`config.mk`:
```
export PLATFORM = sky130hd
export DESIGN_NAME = core_scheduler_flat
export DESIGN_NICKNAME = d
export VERILOG_FILES = /design/src/rtl/core_scheduler_if.sv /design/src/rtl/core_scheduler.sv /design/src/flat_wrapper.sv
export SDC_FILE = /design/constraint.sdc
export NUM_CORES = 1
export LEC_CHECK = 0
export BUFFER_PORTS_ARGS = -buffer_cell sky130_fd_sc_hd__buf_2
export CAP_MARGIN = 15
export CORE_AREA = 2 2 58 60
export CTS_CLUSTER_DIAMETER = 40
export CTS_CLUSTER_SIZE = 25
export DETAILED_ROUTE_END_ITERATION = 8
export DIE_AREA = 0 0 60 62
export PLACE_DENSITY = 0.76
export SLEW_MARGIN = 20
export SYNTH_ARGS = -nofsm -noshare
export SYNTH_HDL_FRONTEND = slang
export SYNTH_SLANG_ARGS = --single-unit
```
`constraint.sdc`:
```
create_clock -name clock -period 2.5 [get_ports clock]
set_clock_uncertainty 0.15 [all_clocks]
set_input_delay 0.5 -clock clock [delete_from_list [all_inputs] [get_ports clock]]
set_output_delay 0.5 -clock clock [all_outputs]
set_load 0.02 [all_outputs]
```
`src/rtl/core_scheduler_if.sv`:
```
// ============================================================================
// Module : core_scheduler_if
// Brief  : Host/core handshake bundle for the core run-control scheduler.
// Rev    : 1.0  initial release
// ============================================================================
`default_nettype none

interface core_scheduler_if #(
  parameter int NUM_CORES = 4
);
  logic                   start;
  logic [NUM_CORES-1:0]   core_mask;
  logic                   abort;
  logic                   done_ack;
  logic [NUM_CORES-1:0]   end_process;
  logic [2*NUM_CORES-1:0] status;
  logic                   busy;
  logic                   done;
  logic [NUM_CORES-1:0]   done_cores;
  logic [31:0]            cycle_count;

  modport master (
    output start, core_mask, abort, done_ack, end_process,
    input  status, busy, done, done_cores, cycle_count
  );

  modport slave (
    input  start, core_mask, abort, done_ack, end_process,
    output status, busy, done, done_cores, cycle_count
  );
endinterface

`default_nettype wire

```
`src/rtl/core_scheduler.sv`:
```
// ============================================================================
// Module : core_scheduler
// Brief  : Starts a subset of cores together, tracks completion, raises done.
//          Optional RUN-cycle counter enabled by macro SCHED_CYCLE_COUNT_EN.
// Rev    : 1.0  initial release
// ============================================================================
`default_nettype none

module core_scheduler #(
  parameter int NUM_CORES = 4
) (
  input  wire logic        clock,
  input  wire logic        reset,
  core_scheduler_if.slave  bus
);

  typedef enum logic [1:0] {
    S_IDLE   = 2'd0,
    S_ARM    = 2'd1,
    S_RUN    = 2'd2,
    S_FINISH = 2'd3
  } state_t;

  state_t                 state_q, state_d;
  logic [NUM_CORES-1:0]   active_q, active_d;
  logic [NUM_CORES-1:0]   done_cores_q, done_cores_d;
  logic [2*NUM_CORES-1:0] status_q, status_d;
  logic                   busy_q, busy_d;
  logic                   done_q, done_d;
  logic [NUM_CORES-1:0]   new_done;

  // Finished cores park (10) ahead of running (01); unselected cores hold (00).
  function automatic logic [2*NUM_CORES-1:0] drive_status(
    input logic [NUM_CORES-1:0] act,
    input logic [NUM_CORES-1:0] fin
  );
    logic [2*NUM_CORES-1:0] s;
    s = '0;
    for (int i = 0; i < NUM_CORES; i++) begin
      if (fin[i])      s[2*i +: 2] = 2'b10;
      else if (act[i]) s[2*i +: 2] = 2'b01;
    end
    return s;
  endfunction

  always_comb begin
    state_d      = state_q;
    active_d     = active_q;
    done_cores_d = done_cores_q;
    status_d     = status_q;
    busy_d       = busy_q;
    done_d       = done_q;
    new_done     = done_cores_q | (active_q & bus.end_process);

    case (state_q)
      S_IDLE: begin
        if (bus.start && (|bus.core_mask)) begin
          state_d      = S_ARM;
          active_d     = bus.core_mask;
          done_cores_d = '0;
          busy_d       = 1'b1;
        end
      end
      S_ARM: begin
        state_d  = S_RUN;
        status_d = drive_status(active_q, '0);
      end
      S_RUN: begin
        done_cores_d = new_done;
        status_d     = drive_status(active_q, new_done);
        if ((new_done & active_q) == active_q) begin
          state_d = S_FINISH;
          done_d  = 1'b1;
        end
      end
      S_FINISH: begin
        if (bus.done_ack) begin
          state_d  = S_IDLE;
          status_d = '0;
          busy_d   = 1'b0;
          done_d   = 1'b0;
        end
      end
      default: state_d = S_IDLE;
    endcase

    if (bus.abort) begin
      state_d      = S_IDLE;
      status_d     = '0;
      busy_d       = 1'b0;
      done_d       = 1'b0;
      done_cores_d = '0;
    end
  end

  always_ff @(posedge clock or posedge reset) begin
    if (reset) begin
      state_q      <= S_IDLE;
      active_q     <= '0;
      done_cores_q <= '0;
      status_q     <= '0;
      busy_q       <= 1'b0;
      done_q       <= 1'b0;
    end else begin
      state_q      <= state_d;
      active_q     <= active_d;
      done_cores_q <= done_cores_d;
      status_q     <= status_d;
      busy_q       <= busy_d;
      done_q       <= done_d;
    end
  end

  assign bus.status     = status_q;
  assign bus.busy       = busy_q;
  assign bus.done       = done_q;
  assign bus.done_cores = done_cores_q;

`ifdef SCHED_CYCLE_COUNT_EN
  logic [31:0] cycle_count_q, cycle_count_d;
  logic        start_accept;

  assign start_accept = (state_q == S_IDLE) && bus.start && (|bus.core_mask) && !bus.abort;

  always_comb begin
    cycle_count_d = cycle_count_q;
    if (start_accept)
      cycle_count_d = '0;
    else if ((state_q == S_RUN) && (cycle_count_q != 32'hFFFF_FFFF))
      cycle_count_d = cycle_count_q + 32'd1;
  end

  always_ff @(posedge clock or posedge reset) begin
    if (reset) cycle_count_q <= '0;
    else       cycle_count_q <= cycle_count_d;
  end

  assign bus.cycle_count = cycle_count_q;
`else
  assign bus.cycle_count = 32'd0;
`endif

endmodule

`default_nettype wire
```
`src/flat_wrapper.sv`:
```
// flat-port wrapper written by rule: the top's interface ports become plain ports
module core_scheduler_flat 
#(
  parameter int NUM_CORES = 4
)
  (clock, reset, bus_start, bus_core_mask, bus_abort, bus_done_ack, bus_end_process, bus_status, bus_busy, bus_done, bus_done_cores, bus_cycle_count);
  core_scheduler_if #(.NUM_CORES(NUM_CORES)) bus_i ();
  input  wire logic clock;
  input  wire logic reset;
  input wire logic [$bits(bus_i.start)-1:0] bus_start;
  input wire logic [$bits(bus_i.core_mask)-1:0] bus_core_mask;
  input wire logic [$bits(bus_i.abort)-1:0] bus_abort;
  input wire logic [$bits(bus_i.done_ack)-1:0] bus_done_ack;
  input wire logic [$bits(bus_i.end_process)-1:0] bus_end_process;
  output wire logic [$bits(bus_i.status)-1:0] bus_status;
  output wire logic [$bits(bus_i.busy)-1:0] bus_busy;
  output wire logic [$bits(bus_i.done)-1:0] bus_done;
  output wire logic [$bits(bus_i.done_cores)-1:0] bus_done_cores;
  output wire logic [$bits(bus_i.cycle_count)-1:0] bus_cycle_count;
  assign bus_i.start = bus_start;
  assign bus_i.core_mask = bus_core_mask;
  assign bus_i.abort = bus_abort;
  assign bus_i.done_ack = bus_done_ack;
  assign bus_i.end_process = bus_end_process;
  assign bus_status = bus_i.status;
  assign bus_busy = bus_i.busy;
  assign bus_done = bus_i.done;
  assign bus_done_cores = bus_i.done_cores;
  assign bus_cycle_count = bus_i.cycle_count;
  core_scheduler #(.NUM_CORES(NUM_CORES)) u_core (.clock(clock), .reset(reset), .bus(bus_i));
endmodule
```
==> flow_summary.toml, run 1 <==
[synthesis]
synthAdderAreaFrac_pct = 3.610
yosys.area.top_type = "dfrtp_1"
syn_area_um2 = 1386
synth_top_flop_cell = "dfrtp_1"
synth_top_family_by_area = "buffers and inverters"
synth_mux_area_share_pct = 5.866
synth-xor-area-share_pct = 0
synthTopCellsByCount = "buf_4, dfrtp_1, inv_1"
synth.distinct_cells = 30
synthTopCellsByArea = "dfrtp_1, buf_4, mux2_1"
yosysTopAreaCellShare_pct = 36.10
yosys_warnings = 0
ys_seq_area_share_pct = 36.10
ys_async_sr_fraction_pct = 100.0
synth-edff-count = 0
synth_area_per_cell_um2 = 9.902
ys_ff_latch = 20
synth-compound-area-share_pct = 18.77
synthSimpleGateAreaFrac_pct = 13.09
synthesis.instances = 140
yosysMostFrequentCell = "buf_4"

[clocking]
insertion_delay_ns = 0.30
clkTransAtPathRegs_ns = 0.12
post_cts.repair.setup_buffers = 0
htree_num_levels = 1
cts-root-buf = "clkbuf_4"
cts_buffer_depth = 2
cts-hold-fix-buffers = 0
post_cts_resize_count = 0
cts_buffers = 3
clock-sinks = 20
cts_tree = "yes"

[pwr]
ir_drop_v = 0.0004179
p_per_area_nw_per_um2 = 1009
p_leak_nw = 0.7547
total_power_mw = 1.484

[sta]
slew_headroom_pct = 49.81
fin_setup_tns_ns = 0
period_share_pct = 83.81
hold_viol_final = 0
min_period_ns = 2.095
tightestPinTransition_ns = 0.7521
slew_violations = 0
setup_ws_ns = 0.4047
finalSetupViolCount = 0
rsz0062_at_grt = "false"
max_freq_mhz = 477.3

[placement]
postPlaceCellArea_um2 = 1419
dp_hpwl_um = 1842
place_ws_ns = 0.4274
routabilityCongestion = 0.7844
io_buffers = 26

[worst_setup_path]
endpoint = "u_core.bus.status[6]"
critPathBufInv = 1
crit_chain = "inv_1 > ha_1 > or3_4 > a21oi_4 > nand2_1 > o41ai_1"
worstSetupPathDepth = 6
slowest_stage = "dfrtp_1"
critPathLaunch = "u_core.state_q[0]"
r2r_end = "u_core.bus.status[6]"
cp_data_arrival_time_ns = 2.14
crit_type = "register to register"
critPathCaptureType = "register"
crit_family = "simple AND/OR/NAND/NOR gates"
crit_fanout = 16
required_ns = 2.54
regToRegSetupSlack_ns = 0.40
r2r_start = "u_core.state_q[0]"
ff2ff_path_depth = 6
critPathMaxStageDelay_ns = 0.46
start_kind = "register"

[min_path]
hold_path_class = "input pin to async pin"

[grt]
grt_pass1_wl_um = 3525
grt_max_degree = 21
overflow = 0
track_usage_pct = 12.68
grt_pass1_vias = 809
antenna_found_initial = 0

[floorplan]
die_x_um = 60
die_area_um2 = 3720
core-area_um2 = 3179
die_h_um = 62
row_count = 21
start_util_pct = 43.60
io_pins = 59

[route]
routed_wl_um = 2229
firstDrtPassIters = 4
detail-route-antenna-nets = 0
vias = 942
post_drt_wl_per_cell_um = 10.56
vias_per_cell = 4.464
first_iter_violations = 18
route.detailed.drc = 0

[final_layout]
area_growth_pct = 6.137
fin_nets = 183
finalInstanceArea_um2 = 1471
final_util_pct = 46.28
antenna_cells = 0
drive_gt1_share_pct = 25.45
final.fill_count = 332

[job]
max-cap-violations = 0

[outcome]
status = "finished, final reports clean"
[worst min-delay path by stage]
stage | start | to | slack (ns)
detailed placement | u_core.bus.status[2] | u_core.bus.status[2] | 0.31
finish | reset | u_core.bus.status[3] | 0.16
CTS | reset | u_core.bus.status[3] | 0.19
floorplan | reset | u_core.active_q[0] | 0.31
global route | reset | u_core.bus.status[3] | 0.23
global placement | u_core.bus.status[1] | u_core.bus.status[1] | 0.30
[per-layer routing]
metal	up-vias	track usage, %	share of wire, %
li1	463	-	-
met1	439	16.39	44
met2	37	21.58	49
met3	3	2.692	6.1
met4	0	3.492	0.72
met5	-	0	0
[registers in the layout, indices dropped and copies added, names as in the netlist]
| signal | count |
|---|---|
| u_core.state_q | 2 |
| u_core.bus.done | 1 |
| u_core.active_q | 4 |
| u_core.bus.busy | 1 |
| u_core.bus.done_cores | 4 |
| u_core.bus.status | 8 |
[cells in the final DEF (no fill, tap or decap)]
cell / synthesis / final
nor2_1: 8 / 8
nand2_1: 9 / 9
bufinv_16: 0 / 1
o211a_1: 1 / 1
a21oi_2: 2 / 2
clkbuf_4: 0 / 3
o41ai_1: 4 / 4
nor2b_1: 4 / 4
o41ai_4: 1 / 1
or3_4: 1 / 1
a21oi_4: 1 / 1
buf_2: 1 / 26
mux2_4: 1 / 1
mux2_1: 5 / 5
ha_1: 4 / 4
nand2b_1: 5 / 5
nor3b_2: 3 / 3
mux2i_1: 1 / 1
a21bo_2: 1 / 1
a31oi_1: 5 / 5
a2111oi_4: 1 / 1
a21oi_1: 9 / 9
or2_1: 1 / 1
dfrtp_1: 20 / 20
o31ai_1: 4 / 4
conb_1: 1 / 32
inv_1: 10 / 10
o21ba_1: 1 / 1
nand2_2: 1 / 1
[cell type report]
type | count | area [um^2] | share of cell area [%]
clock inverters | 1 | 30.03 | 2.041
inverters | 10 | 37.54 | 2.551
repair buffers | 26 | 130.1 | 8.844
flip-flops and latches | 20 | 500.5 | 34.01
multi-input cells | 105 | 693.2 | 47.11
well taps | 46 | 57.56 | 3.912
clock buffers | 3 | 22.52 | 1.531
[kinds of logic (layout without fill, tap and decap cells)]
logic type,count (synthesis),count (layout)
buffers and inverters,46,40
AND/OR/NAND/NOR,32,32
AO/OA/AOI/OAI,30,30
flip-flops,20,20
multiplexers,7,7
adder cells (fa/ha/maj),4,4
other,1,32
[metrics by stage]
| stage | hold slack [ns] | std cells |
|---|---|---|
| after floorplan | 0.3138 | 171 |
| after global placement | 0.3045 | 207 |
| after detailed placement | 0.3103 | 207 |
| after CTS | 0.1865 | 211 |
| after global routing | 0.2325 | 211 |
| final | 0.1557 | 211 |
[where the power goes]
| part | switching, mW | internal [mW] |
|---|---|---|
| clock network | 0.105 | 0.162 |
| registers | 0.104 | 0.425 |
| logic | 0.408 | 0.280 |
| total | 0.617 | 0.867 |
(Power assumes the default switching activity.)
==> run 2, diff against run 1 <==
--- a/config.mk
+++ b/config.mk
@@ -5,13 +5,14 @@
 export SDC_FILE = /design/constraint.sdc
 export NUM_CORES = 1
 export LEC_CHECK = 0
+export ABC_AREA = 1
 export BUFFER_PORTS_ARGS = -buffer_cell sky130_fd_sc_hd__buf_2
 export CAP_MARGIN = 15
-export CORE_AREA = 2 2 58 60
+export CORE_AREA = 2 2 57 59
 export CTS_CLUSTER_DIAMETER = 40
 export CTS_CLUSTER_SIZE = 25
 export DETAILED_ROUTE_END_ITERATION = 8
-export DIE_AREA = 0 0 60 62
+export DIE_AREA = 0 0 59 61
 export PLACE_DENSITY = 0.76
 export SLEW_MARGIN = 20
 export SYNTH_ARGS = -nofsm -noshare
==> constraint.sdc (replaced) <==
create_clock -name clock -period 2 [get_ports clock]
set_clock_uncertainty 0.15 [all_clocks]
set_input_delay 0.4 -clock clock [delete_from_list [all_inputs] [get_ports clock]]
set_output_delay 0.4 -clock clock [all_outputs]
set_load 0.02 [all_outputs]
==> flow_summary.toml, run 2 <==
[sta]
slew_violations = 0
period_share_pct = 88.44
min_period_ns = 1.769
max_freq_mhz = 565.4
holdWs_ns = 0.1433
finalSetupViolCount = 0
hold_viol_final = 0
fin_setup_tns_ns = 0
rsz0062_at_grt = "false"

[synthesis]
synth-xor-area-share_pct = 0
synth_top_family_by_area = "buffers and inverters"
synthAdderAreaFrac_pct = 3.835
ys_async_sr_fraction_pct = 100.0
synthesis.instances = 173
synth_area_per_cell_um2 = 7.543
yosys.area.top_type = "dfrtp_1"
synth-edff-count = 0
synthSimpleGateAreaFrac_pct = 23.20
yosysMostFrequentCell = "nand2_1"
synthTopCellsByCount = "nand2_1, buf_4, dfrtp_1, inv_1, nor2_1"
synthTopCellsByArea = "dfrtp_1, buf_4, nand2_1"
synth_top_flop_cell = "dfrtp_1"
yosysTopAreaCellShare_pct = 38.35
synth.distinct_cells = 19
synth-compound-area-share_pct = 9.588
ys_seq_area_share_pct = 38.35
synth_mux_area_share_pct = 0
yosys_warnings = 0
syn_area_um2 = 1305
ys_ff_latch = 20

[final_layout]
drive_gt1_share_pct = 17.65
final_cell_mix = "nand2_1, conb_1, buf_2, inv_1, dfrtp_1"
antenna_cells = 0
fin_nets = 222
largest_reg_flops = 8
fin_cells = 237
area_growth_pct = 9.012
final_common_cell = "nand2_1"

[route]
vias = 1030
detail-route-antenna-nets = 0
vias_per_cell = 4.346
post_drt_wl_per_cell_um = 9.806
routed_wl_um = 2324
route.detailed.drc = 0
firstDrtPassIters = 4
first_iter_violations = 18

[job]
max-cap-violations = 0

[worst_setup_path]
regToRegSetupSlack_ns = 0.23
critPathCaptureType = "register"
cp_data_arrival_time_ns = 1.86
required_ns = 2.09
start_kind = "register"
crit_type = "register to register"
crit_fanout = 7
ff2ff_path_depth = 7
r2r_end = "u_core.bus.status[1]"
r2r_start = "u_core.state_q[0]"

[clocking]
cts_tree = "yes"
htree_num_levels = 1
post_cts.repair.setup_buffers = 0
cts_buffers = 3
insertion_delay_ns = 0.31
cts-root-buf = "clkbuf_4"
cts_buffer_depth = 2
clock-sinks = 20
clkTransAtPathRegs_ns = 0.12

[min_path]
hold_path_class = "input pin to register"
min_from = "bus_core_mask[0]"
hold_depth = 3
hold_end = "u_core.active_q[0]"

[floorplan]
io_pins = 59
die_area_um2 = 3599
die_x_um = 59
core-area_um2 = 2953
die_h_um = 61
start_util_pct = 44.19
row_count = 20

[pwr]
total_power_mw = 1.787
p_leak_nw = 0.8332
ir_drop_v = 0.0004628
p_per_area_nw_per_um2 = 1256

[placement]
dp_cells = 232
io_buffers = 26
routabilityCongestion = 0.8727
dp_hpwl_um = 1914

[grt]
grt_max_degree = 21
overflow = 0
grt_pass1_wl_um = 3808
track_usage_pct = 13.97
grt_pass1_vias = 890
antenna_found_initial = 0

[outcome]
status = "finished, final reports clean"
[run 2: cell count changes in the layout (fill, tap and decap cells not counted), moves of 5 or more]
cell,previous run,this run
mux2_1,5,0
o21ai_0,0,9
inv_1,10,20
nor2_1,8,15
a31oi_1,5,0
nand2b_1,5,0
nand3_1,0,7
nand2_1,9,44
[run 2: worst max-delay path: stages, from the launching register on]
cell and delay [ns]:
dfrtp_1 0.45, ha_1 0.26, nor2_2 0.18, nand2_1 0.10, o21ai_2 0.26, buf_4 0.20, nand2_1 0.05, o21ai_0 0.06
[run 2: layout make-up]
type	count	area [um^2]
clock buffers	3	22.52
clock inverters	1	30.03
fillers	313	1530
inverters	20	75.07
multi-input cells	131	598.1
flip-flops and latches	20	500.5
well taps	33	41.29
repair buffers	29	155.1
[run 2: metal layers]
metal,vias up,part of all wire [%],GRT usage [%]
met1,452,47,19.31
met2,36,47,22.06
met5,-,0,0
li1,538,-,-
met3,4,5.6,2.345
met4,0,1.1,5.195
[run 2: worst max-delay path by stage]
stage	startpoint	to	slack (ns)	depth (start not counted)
2_1_floorplan	u_core.state_q[0]	u_core.bus.status[1]	0.44	6
3_3_place_gp	u_core.state_q[0]	u_core.bus.status[1]	0.31	6
3_5_place_dp	u_core.state_q[0]	u_core.bus.status[1]	0.24	6
4_1_cts	u_core.state_q[0]	u_core.bus.status[1]	0.22	7
5_1_grt	u_core.state_q[0]	u_core.bus.status[1]	0.03	7
6_report	u_core.state_q[0]	u_core.bus.status[1]	0.23	7
[run 2: report_power, final]
part           internal (mW)  total, mW  leakage [nW]  switching [mW]
Clock                  0.203      0.331        0.0279           0.128
Sequential             0.547      0.660         0.262           0.113
Combinational          0.255      0.797         0.543           0.541
Total                   1.00       1.79         0.833           0.782
[run 2: metrics by stage]
step | util [%] | setup slack, ns | area, um^2
after CTS | 48.18 | 0.2165 | 1423
after detailed placement | 46.06 | 0.2409 | 1360
final | 48.18 | 0.2313 | 1423
after global routing | 48.18 | 0.02648 | 1423
after global placement | 46.06 | 0.3076 | 1360
after floorplan | - | 0.4409 | 1421
[run 2: cells by family after synthesis]
| group | Yosys count |
|---|---|
| and+or+nand+nor | 73 |
| buffers and inverters | 53 |
| AOI/OAI and AO/OA | 22 |
| DFF | 20 |
| adders and majority gates | 4 |
| other | 1 |
[run 2: repair_timing]
item                                    4_1_cts  5_1_grt
hold buffers                                  1        0
endpoints found under the setup margin        0        0
resized for setup                             0        0
endpoints found under the hold margin        20        0
